--- src/rtl/hex_display_scan.sv ---
// Time-multiplexed scan driver for common-anode seven-segment digits.
// Captures a hex value on load, then enables one digit per slot with optional leading-zero blanking.
//
// state   | meaning
// --------+-----------------------------------------------------------
// ST_DARK | display off: all anodes high, blank asserted, no scanning
// ST_SCAN | cycling digit index every PRESCALE clocks from hold register
module hex_display_scan #(
   parameter int DIGITS   = 4,
   parameter int PRESCALE = 50000,
   parameter bit BLANK_LZ = 1'b1
) (
   input  logic                  clk,
   input  logic                  resetn,
   input  logic [4*DIGITS-1:0]   data_in,
   input  logic                  load,
   input  logic                  clear,
   output logic [3:0]            nibble,
   output logic                  blank,
   output logic [DIGITS-1:0]     digit_en,
   output logic                  loaded
);

   localparam int IW = $clog2(DIGITS);
   localparam int CW = $clog2(PRESCALE);

   typedef enum logic {ST_DARK, ST_SCAN} state_t;

   state_t                state;
   logic [4*DIGITS-1:0]   hold;
   logic [CW-1:0]         slot_tmr;
   logic [IW-1:0]         idx;
   logic                  load_acc;
   logic [DIGITS-1:0]     lz_blank;
   logic                  upper_zero;
   logic [3:0]            cur_nib;

   // A digit is blanked when it and every digit above it is zero; digit 0 always shows.
   always_comb begin
      lz_blank   = '0;
      upper_zero = 1'b1;
      for (int i = DIGITS-1; i >= 1; i--) begin
         upper_zero  = upper_zero & (hold[4*i +: 4] == 4'h0);
         lz_blank[i] = BLANK_LZ & upper_zero;
      end
   end

   assign cur_nib = hold[{idx, 2'b00} +: 4];

   always_ff @(posedge clk or negedge resetn) begin
      if (!resetn) begin
         state    <= ST_DARK;
         hold     <= '0;
         slot_tmr <= CW'(PRESCALE-1);
         idx      <= '0;
         load_acc <= 1'b0;
         loaded   <= 1'b0;
         digit_en <= '1;
         nibble   <= 4'h0;
         blank    <= 1'b1;
      end else begin
         // Acknowledge lands together with the first output change of the new value.
         load_acc <= load & ~clear;
         loaded   <= load_acc;

         if (state == ST_SCAN) begin
            digit_en <= ~(DIGITS'(1) << idx);
            nibble   <= lz_blank[idx] ? 4'h0 : cur_nib;
            blank    <= lz_blank[idx];
         end else begin
            digit_en <= '1;
            nibble   <= 4'h0;
            blank    <= 1'b1;
         end

         if (clear) begin
            state    <= ST_DARK;
            hold     <= '0;
            slot_tmr <= CW'(PRESCALE-1);
            idx      <= '0;
         end else if (state == ST_DARK) begin
            if (load) begin
               state    <= ST_SCAN;
               hold     <= data_in;
               slot_tmr <= CW'(PRESCALE-1);
               idx      <= '0;
            end
         end else begin
            if (load)
               hold <= data_in;
            if (slot_tmr == '0) begin
               slot_tmr <= CW'(PRESCALE-1);
               idx      <= (idx == IW'(DIGITS-1)) ? '0 : idx + IW'(1);
            end else begin
               slot_tmr <= slot_tmr - CW'(1);
            end
         end
      end
   end

endmodule

--- config.mk ---
export PLATFORM = sky130hd
export DESIGN_NAME = hex_display_scan
export DESIGN_NICKNAME = d
export VERILOG_FILES = /design/src/rtl/hex_display_scan.sv
export SDC_FILE = /design/constraint.sdc
export NUM_CORES = 1
export LEC_CHECK = 0
export BUFFER_PORTS_ARGS = -buffer_cell sky130_fd_sc_hd__buf_2
export CAP_MARGIN = 20
export CORE_MARGIN = 1.5
export CORE_UTILIZATION = 60
export CTS_CLUSTER_SIZE = 25
export DETAILED_ROUTE_END_ITERATION = 16
export PLACE_DENSITY = 0.83
export SYNTH_ARGS = -nofsm -noshare
export SYNTH_HDL_FRONTEND = slang
export SYNTH_SLANG_ARGS = --single-unit
--- constraint.sdc ---
create_clock -name clk -period 3.4 [get_ports clk]
set_input_delay 0.68 -clock clk [delete_from_list [all_inputs] [get_ports clk]]
set_output_delay 0.68 -clock clk [all_outputs]
set_load 0.01 [all_outputs]
After elaboration in Yosys (flattened, before gate mapping) --
Index checks and enable logic that the tools add are counted. Widths: inputs -> output; s select.
Word-level totals: bits in registers 46, input port bits 20, output and inout port bits 10, logic and storage cells 48
Cells by class: $add $sub $neg 2, order comparisons 1, equality and inequality tests 2, shift operators 2, mux-type cells 20, bitwise logic cells 5, reduce and logical (&&, ||, !) cells 7
Operator list (count):
- $mux 16 | 6
- $logic_not 16->1 | 1
- $shiftx 16x5->4 | 1
- $sub 16x1->16 const B | 1
- $logic_not 4->1 | 3
- $mux 4 | 3
- $mux 2 | 5
- $mux 1 | 5
- $not 4->4 | 1
- $shl 1x2->4 const A | 1
- $and 1x1->1 | 3
- $lt 2x3->1 const B | 1
- $ne 3x2->1 const B | 1
- $reduce_bool 3->1 | 1
- $add 2x1->2 const B | 1
- $bmux 1 s2 | 1
- $eq 2x2->1 const B | 1
- $reduce_and 2->1 | 1
- $reduce_bool 2->1 | 1
- $not 1->1 | 1

Longest topological paths before layout --
word-level depth 7, depth in mapped cells 6, mapped depth without buffers 6

Worst setup path before layout --
Ideal clock, no wire load.
path kind input to register, from input load, to register slot_tmr[10], library setup time 134 ps, arrival 1695 ps, data required time 3266 ps, setup slack 1572 ps, stages 6, path buffers 2, cell sequence buf_2 -> or3_1 -> clkbuf_1 -> nand4_1 -> xor2_1 -> nor2_1
Between the ends: cells in the longest elaborated chain, start to end 1
Ends and longest elaborated chain:
- from (decl) | line 16 | input logic load,
- $reduce_bool 3->1 (no source line)
- to (signal assigned) | line 54 | slot_tmr <= CW'(PRESCALE-1);
- to (signal assigned) | line 79 | slot_tmr <= CW'(PRESCALE-1);
- to (signal assigned) | line 85 | slot_tmr <= CW'(PRESCALE-1);
- to (decl) | line 31 | logic [CW-1:0] slot_tmr;
Every way passes these cells. A chain may end at the register's enable or synchronous reset.

Final worst setup path --
from input load, to register slot_tmr[9]
Same word-level chain as after synthesis.

==> summary.md <==
| Metric | Value |
|---|---|
| FF/Latch Area | `1170 um2` |
| Total CTS buffers | `5` |
| CP peak stage delay | `460 ps` |
| Part of the power in registers | `0.594` |
| Die Y | `63.8 um` |
| Run status | `finished clean` |
| Wire per inst | `16.3 um` |
| Placer Congestion | `0.846` |
| Psw | `0.000235 W` |
| Post-synth top flop | `dfrtp_1` |
| Power share of the clock group | `0.319` |
| Setup bufs post-CTS | `0` |
| Critical Path Sink Type | `register` |
| Metal2 WL | `2130 um` |
| Routed Antenna Nets | `0` |
| I/O pin total | `30` |
| Arrival @ worst endpoint | `2380 ps` |
| Post-synthesis cell type count | `34` |
| Relative slew slack | `0.344` |
| Initial Utilization | `0.644` |
| Layout filler cell count | `253` |
| Post-synth ARST share | `1.00` |
| CORE AREA | `3440 um2` |
| Area Growth Syn to Fin | `11.1%` |
| Max-cap check violation count | `0` |
| Synth Area per Inst | `11.2 um2` |
| Xor and xnor area share after synthesis | `0.0237` |
| Initial antenna violation count | `0` |
| Ant. Diodes | `0` |
| CTS tree | `yes` |
| VDD IR-drop max | `271 uV` |
| Final WL | `4450 um` |
| RSZ-0062 raised after global routing | `false` |
| CTS max path bufs | `2` |
| CP required | `3640 ps` |
| Port bufs | `29` |
| Die width | `63.8 um` |
| Largest family of logic cells by synthesized area | `simple AND/OR/NAND/NOR gates` |
| Synth Register Bits | `46` |
| Setup violators final | `0` |
| Critical path's most frequent cell | `nand3_1` |
| Count leader, synth | `dfrtp_1` |
| Slowest CP cell | `or3_1` |
| Comb pwr share | `0.087` |
| Hold/Removal Path Class | `register to register` |
| Largest net degree at the start of global routing | `47` |
| Seq/Total Area, Yosys | `0.527` |
| Total number of vias | `1605` |
| Vias in the first global route | `1563` |
| Synthesized Nets | `224` |
| Final Non-Filler Cells | `272` |
| Synth top area cells | `dfrtp_1 36%, dfstp_2 17%, mux2i_1 7.7%` |
| Setup TNS | `0 ps` |
| Overflow left after global routing | `0` |
| Clock sinks | `46` |
| Hold Vio Cnt, Final | `0` |
| Clock Pin Slew Worst Setup and Hold Paths | `80 ps` |
| Worst setup margin | `1260 ps` |
| Post-Synthesis Cells | `198` |
| First-pass GRT wire length | `7670 um` |
| CP cell instances | `buf_2 > or3_1 > nand3_1 > or4_1 > nand3_1` |
| DR WL met3 | `216 um` |
| # DRC | `0` |
| CTS Root Cell | `clkbuf_8` |
| Adder-cell area share of the yosys netlist | `0.0338` |
| DRT iter0 DRCs | `117` |
| Commonest cells post-synth | `32 x dfrtp_1, 26 x nor2_1, 17 x mux2i_1` |
| Cell Int Power | `0.000749 W` |
| Slew Viols, Final | `0` |
| PnR Total Power | `0.000984 W` |
| Sw frac | `0.239` |
| Post-DP HPWL | `3270 um` |
| Number of enable flip-flop cells after synthesis | `0` |
| CTS resizes | `0` |
| Pleak | `1.08 nW` |
| Placed insts | `264` |
| Delay-heaviest family, CP | `simple AND/OR/NAND/NOR gates` |
| Metal-1 WL | `2020 um` |
| Worst Path Max Fanout | `19` |
| Slew at the pin closest to its max-slew limit | `984 ps` |
| Kind of start point of the critical path | `input port` |
| Rows | `21` |
| Multi-input logic area | `997 um2` |
| Vias per cell | `5.90` |
| Mux share of post-synthesis cell area | `0.117` |
| Uppermost layer routed | `met4` |
| Die Area | `4070 um2` |
| Synth top area share | `0.361` |
| Buf+Inv Stages, Crit Path | `1` |
| Final period utilization | `0.631` |
| Layout cells sized above 1 | `0.243` |
| Yosys warnings | `0` |
| TritonRoute pass-1 iters | `4` |
| Largest area contributor in the netlist | `dfrtp_1` |
| Max Freq | `466 MHz` |
| GR Util All Layers | `0.250` |
| Post-Place Worst Slack | `975 ps` |
| Pwr/cell area | `399 nW/um2` |
| Clock Latency Late Sink | `300 ps` |
| Post-Syn Area | `2220 um2` |
| Min Tclk post-route | `2140 ps` |
| Crit Path Class | `input port to register` |
| Max H-tree Level | `2` |
| Clock Skew | `6.98 ps` |
| Worst hold margin | `380 ps` |
| Hold_buf cts | `0` |
| NumNets Final | `251` |
| Simple-Gate Fraction of Synth Area | `0.227` |
| Synth Area in Compound Gates | `0.0474` |
[final timing paths]
kind                        startpoint     endpoint  slack, ps  depth (start not counted)
setup reg to reg           slot_tmr[0]  slot_tmr[8]       1330                          6
hold reg to reg               load_acc       loaded        380                          0
hold / removal                load_acc       loaded        380                          0
max in group asynchronous       resetn  slot_tmr[7]       2260                          1
min in group asynchronous       resetn       idx[0]        540                          1
setup / recovery                  load  slot_tmr[9]       1260                          5
[cell usage in the layout (no fill, tap or decap), types with 5 or more instances in the layout]
master / n
nand2_1: 11
nand3_1: 13
nor2_1: 26
dfstp_2: 14
ha_1: 6
o21ai_0: 6
dfrtp_1: 32
nor2b_1: 6
buf_2: 29
clkbuf_8: 5
xor2_1: 6
mux2i_1: 17
nor3_1: 7
[kinds of logic after synthesis]
| logic type | after synthesis |
|---|---|
| simple gates | 89 |
| flops | 46 |
| mux | 21 |
| compound gates | 17 |
| buf+inv | 13 |
| xor+xnor | 6 |
| fa+ha+maj | 6 |
[state kept, by name, summed over array words and instances, names as in the netlist]
signal / count
state: 1
slot_tmr: 16
load_acc: 1
idx: 2
digit_en: 4
loaded: 1
blank: 1
nibble: 4
hold: 16
[layout make-up]
cell class,instances,share of cell area
sequential,46,0.474
multi-input combinational,139,0.405
timing repair buffer,29,0.0589
clock buffer,8,0.0325
tap,46,0.0234
inverter,4,0.00609
[metrics by stage]
| step | util | cell area [um2] |
|---|---|---|
| after global routing | 0.716 | 2460 |
| after detailed placement | 0.692 | 2380 |
| after floorplan | - | 2220 |
| final | 0.716 | 2460 |
| after global placement | 0.692 | 2380 |
| after CTS | 0.716 | 2460 |
[metal layers]
layer / track usage / vias up
met4: 0.0842 / 0
met3: 0.0704 / 11
met1: 0.345 / 784
met5: 0 / -
met2: 0.384 / 52
li1: - / 758
[power by group through the flow]
stage | Clock [W] | Sequential (W) | Combinational, W
CTS | 0.000323 | 0.000584 | 0.0000865
global placement | 0 | 0.000593 | 0.0000800
global route | 0.000349 | 0.000587 | 0.0000961
detailed placement | 0 | 0.000594 | 0.0000861
floorplan | 0 | 0.000590 | 0.0000504
finish | 0.000314 | 0.000584 | 0.0000858
(Power assumes the default switching activity.)
